==> config.mk <==
export PLATFORM = sky130hd
export DESIGN_NAME = neuron_fwd
export DESIGN_NICKNAME = d
export VERILOG_FILES = /design/src/rtl/nn_pkg.sv /design/src/rtl/act_hsig.sv /design/src/rtl/mult_2in.sv /design/src/rtl/neuron_fwd.sv
export SDC_FILE = /design/constraint.sdc
export NUM_CORES = 2
export LEC_CHECK = 0
export ABC_AREA = 1
export CAP_MARGIN = 15
export CORE_UTILIZATION = 55
export CTS_CLUSTER_DIAMETER = 30
export CTS_CLUSTER_SIZE = 16
export DETAILED_ROUTE_END_ITERATION = 8
export GPL_ROUTABILITY_DRIVEN = 0
export PLACE_DENSITY = 0.73
export SLEW_MARGIN = 20
export SYNTH_ARGS = -nofsm -noshare
export SYNTH_HDL_FRONTEND = slang
export SYNTH_SLANG_ARGS = --single-unit
==> constraint.sdc <==
create_clock -name clk -period 17.45 [get_ports clk]
set_clock_uncertainty 0.1 [all_clocks]
set_input_delay 3.49 -clock clk [delete_from_list [all_inputs] [get_ports clk]]
set_output_delay 3.49 -clock clk [all_outputs]
set_load 0.05 [all_outputs]
==> src/rtl/nn_pkg.sv <==
// Shared definitions for the neural-network datapath blocks: default word
// format, fixed-point constants, saturation bounds and the neuron FSM states.
package nn_pkg;

    localparam int WIDTH_DEF = 32;
    localparam int FRAC_DEF  = 16;

    // 1.0 and 0.5 in the default Q16.16 format
    localparam logic [WIDTH_DEF-1:0] ONE  = 32'd1 << FRAC_DEF;
    localparam logic [WIDTH_DEF-1:0] HALF = 32'd1 << (FRAC_DEF - 1);

    // Signed saturation bounds of the default word
    localparam logic [WIDTH_DEF-1:0] SAT_MAX = 32'h7FFF_FFFF;
    localparam logic [WIDTH_DEF-1:0] SAT_MIN = 32'h8000_0000;

    typedef enum logic [1:0] {
        IDLE = 2'd0,
        MAC  = 2'd1,
        FIN  = 2'd2,
        DONE = 2'd3
    } nn_state_e;

endpackage

==> src/rtl/act_hsig.sv <==
// Combinational hard sigmoid: y = clamp((s >>> 2) + 0.5, 0, 1.0).
// Used by neuron_fwd only when NEURON_FWD_ACT_EN is defined.
module act_hsig #(
    parameter int WIDTH = 32,
    parameter int FRAC  = 16
) (
    input  logic signed [WIDTH-1:0] s,
    output logic        [WIDTH-1:0] y
);

    // One guard bit so the +0.5 offset can never wrap
    localparam logic signed [WIDTH:0] HALF_X = {{WIDTH{1'b0}}, 1'b1} << (FRAC - 1);
    localparam logic signed [WIDTH:0] ONE_X  = {{WIDTH{1'b0}}, 1'b1} << FRAC;

    logic signed [WIDTH:0] t_s;

    // Quarter slope plus offset, then clamp into [0, 1.0]
    always_comb begin
        t_s = ($signed({s[WIDTH-1], s}) >>> 2) + HALF_X;
        y   = {WIDTH{1'b0}};
        if (t_s < $signed({(WIDTH+1){1'b0}})) begin
            y = {WIDTH{1'b0}};
        end else if (t_s > ONE_X) begin
            y = ONE_X[WIDTH-1:0];
        end else begin
            y = t_s[WIDTH-1:0];
        end
    end

endmodule

==> src/rtl/mult_2in.sv <==
// Two-input signed multiplier producing the full double-width product.
module mult_2in #(
    parameter int WIDTH = 32
) (
    input  logic signed [WIDTH-1:0]   a,
    input  logic signed [WIDTH-1:0]   b,
    output logic signed [2*WIDTH-1:0] p
);

    assign p = a * b;

endmodule

==> src/rtl/neuron_fwd.sv <==
// Forward-pass neuron y = act(sum(x_i*w_i) + b) with one time-shared
// multiplier. Build option NEURON_FWD_ACT_EN selects a hard-sigmoid output;
// otherwise the saturated sum is passed through linearly.
module neuron_fwd
    import nn_pkg::*;
#(
    parameter int NUM   = 2,
    parameter int WIDTH = WIDTH_DEF,
    parameter int FRAC  = FRAC_DEF
) (
    input  logic                 clk,
    input  logic                 rst,
    input  logic [NUM*WIDTH-1:0] i_x,
    input  logic [NUM*WIDTH-1:0] i_w,
    input  logic [WIDTH-1:0]     i_b,
    input  logic                 i_valid,
    output logic                 i_ready,
    output logic [WIDTH-1:0]     o_y,
    output logic                 o_valid,
    input  logic                 o_ready
);

    localparam int IDX_W = (NUM > 1) ? $clog2(NUM) : 1;
    localparam int ACC_W = 2 * WIDTH + $clog2(NUM) + 1;
    localparam logic [IDX_W-1:0] IDX_LAST = IDX_W'(NUM - 1);

    localparam logic signed [ACC_W-1:0] SAT_HI =
        {{(ACC_W-WIDTH+1){1'b0}}, {(WIDTH-1){1'b1}}};
    localparam logic signed [ACC_W-1:0] SAT_LO =
        {{(ACC_W-WIDTH+1){1'b1}}, {(WIDTH-1){1'b0}}};

    nn_state_e state_r;
    nn_state_e next_state_s;

    logic [NUM*WIDTH-1:0]     x_r;
    logic [NUM*WIDTH-1:0]     w_r;
    logic signed [WIDTH-1:0]  b_r;
    logic signed [ACC_W-1:0]  acc_r;
    logic [IDX_W-1:0]         idx_r;
    logic [WIDTH-1:0]         o_y_r;
    logic                     o_valid_r;

    logic signed [WIDTH-1:0]   x_sel_s;
    logic signed [WIDTH-1:0]   w_sel_s;
    logic signed [2*WIDTH-1:0] prod_s;
    logic signed [ACC_W-1:0]   prod_ext_s;
    logic signed [ACC_W-1:0]   b_ext_s;
    logic signed [ACC_W-1:0]   fin_sum_s;
    logic signed [ACC_W-1:0]   shr_s;
    logic signed [WIDTH-1:0]   sat_s;
    logic [WIDTH-1:0]          act_s;

    assign x_sel_s = x_r[idx_r*WIDTH +: WIDTH];
    assign w_sel_s = w_r[idx_r*WIDTH +: WIDTH];

    mult_2in #(.WIDTH(WIDTH)) u_mult (
        .a (x_sel_s),
        .b (w_sel_s),
        .p (prod_s)
    );

    assign prod_ext_s = {{(ACC_W-2*WIDTH){prod_s[2*WIDTH-1]}}, prod_s};
    assign b_ext_s    = {{(ACC_W-WIDTH){b_r[WIDTH-1]}}, b_r};
    assign fin_sum_s  = acc_r + (b_ext_s <<< FRAC);
    assign shr_s      = fin_sum_s >>> FRAC;

    // Clamp the rescaled sum into the signed output word
    always_comb begin
        sat_s = {WIDTH{1'b0}};
        if (shr_s > SAT_HI) begin
            sat_s = SAT_HI[WIDTH-1:0];
        end else if (shr_s < SAT_LO) begin
            sat_s = SAT_LO[WIDTH-1:0];
        end else begin
            sat_s = shr_s[WIDTH-1:0];
        end
    end

`ifdef NEURON_FWD_ACT_EN
    act_hsig #(.WIDTH(WIDTH), .FRAC(FRAC)) u_act (
        .s (sat_s),
        .y (act_s)
    );
`else
    assign act_s = sat_s;
`endif

    // FSM state register
    always_ff @(posedge clk or negedge rst) begin
        if (!rst) begin
            state_r <= IDLE;
        end else begin
            state_r <= next_state_s;
        end
    end

    // Next-state decode: accept, NUM MAC cycles, one finish cycle, hold
    always_comb begin
        next_state_s = state_r;
        case (state_r)
            IDLE: begin
                if (i_valid) next_state_s = MAC;
                else         next_state_s = IDLE;
            end
            MAC: begin
                if (idx_r == IDX_LAST) next_state_s = FIN;
                else                   next_state_s = MAC;
            end
            FIN: begin
                next_state_s = DONE;
            end
            DONE: begin
                if (o_ready) next_state_s = IDLE;
                else         next_state_s = DONE;
            end
            default: begin
                next_state_s = IDLE;
            end
        endcase
    end

    // Operand capture, accumulation and registered result
    always_ff @(posedge clk or negedge rst) begin
        if (!rst) begin
            x_r       <= {(NUM*WIDTH){1'b0}};
            w_r       <= {(NUM*WIDTH){1'b0}};
            b_r       <= {WIDTH{1'b0}};
            acc_r     <= {ACC_W{1'b0}};
            idx_r     <= {IDX_W{1'b0}};
            o_y_r     <= {WIDTH{1'b0}};
            o_valid_r <= 1'b0;
        end else begin
            case (state_r)
                IDLE: begin
                    if (i_valid) begin
                        x_r   <= i_x;
                        w_r   <= i_w;
                        b_r   <= i_b;
                        acc_r <= {ACC_W{1'b0}};
                        idx_r <= {IDX_W{1'b0}};
                    end
                end
                MAC: begin
                    acc_r <= acc_r + prod_ext_s;
                    if (idx_r == IDX_LAST) idx_r <= {IDX_W{1'b0}};
                    else                   idx_r <= idx_r + {{(IDX_W-1){1'b0}}, 1'b1};
                end
                FIN: begin
                    o_y_r     <= act_s;
                    o_valid_r <= 1'b1;
                end
                DONE: begin
                    if (o_ready) o_valid_r <= 1'b0;
                end
                default: begin
                    o_valid_r <= 1'b0;
                end
            endcase
        end
    end

    assign i_ready = (state_r == IDLE);
    assign o_y     = o_y_r;
    assign o_valid = o_valid_r;

endmodule

==> metrics.yaml <==
timing:
  slew_viol_final: 0
  finalCritPeriodShare: 0.5902
  timing.fmax_mhz: 97.10
  rsz0062_at_grt: "no"
  period_needed_ns: 10.30
  fin_setup_tns_ns: 0
  worst_pin_slew_ns: 1.245
  hold_violations: 0
  finalSetupViolCount: 0
  whs_ns: 0.3768
  relSlewSlack: 0.1615
drt:
  wl_met1_mm: 58.10
  drt_iter0_markers: 4457
  dr.pass1.iters: 6
  routed-wl-met3_mm: 19.24
  drc: 0
  wl_met2_mm: 77.92
  postRouteAntennaNets: 0
  wl_per_cell_um: 21.24
  via_per_inst: 5.624
  routed_wl_mm: 167.5
  dr.max_layer_used: "met5"
  vias: 44342
clocking:
  numCtsBuffers: 57
  cts_buffer_depth: 3
  htreeDepth: 2
  cts_hold_buffers: 0
  clkLatencyLatePin_ns: 0.65
  root_buffer: "clkbuf_16"
  cts_resized: 0
  cts_tree: "done"
  postCtsSetupRepairBufs: 0
  cts_sinks: 262
  path_clk_slew_ns: 0.05
placement:
  place_area_um2: 58520
  portBuffers: 197
  place_hpwl_mm: 136.1
synthesis:
  ys_ff_latch: 262
  yosysWarnings: 0
  synthFlopType: "dfrtp_1"
  synth_edf_count: 0
  async_flop_share: 1.000
  syn_inst: 6410
  syn_nets: 8079
  synth-seq-area-share: 0.1192
  syn_avg_cell_area_um2: 8.578
  synth_cell_types: 49
  synth_area_um2: 54980
floorplan:
  dieArea_um2: 101200
  start_util: 0.5570
  io_pins: 198
  die_h_um: 318.2
  num_rows: 115
  die_w_um: 318.2
  coreArea_um2: 98710
run:
  max-cap-violations: 0
grt:
  grt_pass1_vias: 46969
  track_usage: 0.3428
  grt_antenna_before_repair: 3
  grt-ovfl-total: 0
  grt_pass1_wl_mm: 263.9
  grt_max_degree: 109
worst_setup_path:
  startpoint_type: "flip-flop"
  crit_path_end_kind: "flip-flop"
  crit_slowest_cell: "clkinv_1"
  critPathKind: "flip-flop to flip-flop"
  worstPathRequired_ns: 17.83
  crit_arrival_ns: 10.67
  r2r_start: "idx_r"
  cpPeakStageDelay_ns: 0.82
  cp_max_fo: 65
  worst-path-buf-inv: 9
  critical-path-top-delay-family: "adder cells"
  cp-startpoint: "idx_r"
  crit_top_cell: "fa_1"
finish:
  drive_above_1_share: 0.07794
  nNetsFinal: 8216
  final_area_um2: 60650
  syn_to_final_growth_pct: 10.31
hold_path:
  hp-class: "flip-flop to flip-flop"
  worstHoldStart: "o_y[28]"
outcome:
  status: "finished clean"
-- cell usage in the layout (no fill, tap or decap), drive strengths merged, types with 33 or more instances in the layout --
cell | Yosys | layout
nor2 | 701 | 701
inv | 1604 | 1605
fa | 1234 | 1234
or2 | 67 | 67
clkdlybuf4s50 | 0 | 196
a21oi | 181 | 181
ha | 271 | 271
dfrtp | 262 | 262
nand3 | 67 | 67
xor2 | 38 | 38
xnor2 | 33 | 33
mux2 | 160 | 160
clkinv | 19 | 38
buf | 20 | 90
o21ai | 190 | 190
clkbuf | 188 | 72
nand2 | 1227 | 1227
-- cells in the mapped netlist, types with 15 or more instances --
master	instances	area, µm²
a21oi_1	181	905.9
a31oi_1	16	100.1
clkbuf_1	188	705.7
clkinv_1	19	71.32
dfrtp_1	262	6556
fa_1	1234	24700
ha_1	271	3391
inv_1	1573	5904
inv_2	31	116.4
mux2_2	160	1802
nand2_1	1211	4546
nand2_2	15	93.84
nand3_1	63	315.3
nand4_1	29	181.4
nor2_1	685	2571
o21ai_0	148	740.7
o21ai_1	41	205.2
o22ai_1	29	181.4
or2_2	63	394.1
xnor2_1	33	289.0
xor2_1	38	332.8
-- path summary, 6_finish.rpt --
check	endpoint	slack (ns)	depth (start not counted)
worst min register to register	o_y[28]	0.38	2
min in group asynchronous	acc_r[58]	2.80	1
worst min-delay path	o_y[28]	0.38	2
worst max-delay path	acc_r[42]	7.15	30
worst max register to register	acc_r[42]	7.15	30
max in group asynchronous	idx_r	12.72	2
-- tightest hold or removal path, cell delays in order (launching register included) --
cell and delay (ns):
dfrtp_1 0.33, nand2_1 0.05, nand2_1 0.05
-- metrics by stage --
step,worst slack (ns),instances,util
2_1_floorplan,8.539,6410,-
3_3_place_gp,7.054,7775,0.5928
3_5_place_dp,7.516,7775,0.5928
4_1_cts,7.490,7882,0.6142
5_1_grt,6.727,7882,0.6144
6_report,7.151,7885,0.6145
-- logic make-up after synthesis --
logic type / share of synthesized area
fa+ha+maj: 0.5110
xor+xnor: 0.01131
flops: 0.1192
simple gates: 0.1544
compound gates: 0.04510
buf+inv: 0.1259
mux: 0.03313
-- registers in the layout (all words and copies together) (netlist names) --
signal	count
idx_r	1
o_y	32
state_r	2
o_valid	1
b_r	32
acc_r	66
w_r	64
x_r	64
-- cell type report --
class	instances	area, µm²
Tap cell	1287	1610
Multi-Input combinational cell	4317	41620
Antenna cell	3	7.507
Inverter	1623	6092
Fill cell	8317	38060
Timing Repair Buffer	286	2649
Sequential cell	262	6558
Clock inverter	35	541.8
Clock buffer	72	1573
-- metal layers --
layer / vias to the layer above / track usage
li1: 18939 / -
met1: 22030 / 0.4166
met2: 2673 / 0.5448
met3: 698 / 0.09610
met4: 2 / 0.2061
met5: - / 0
Power is left out: the tool's default activity adds up to more than one toggle a clock period on the data nets, which glitch-free logic cannot reach.
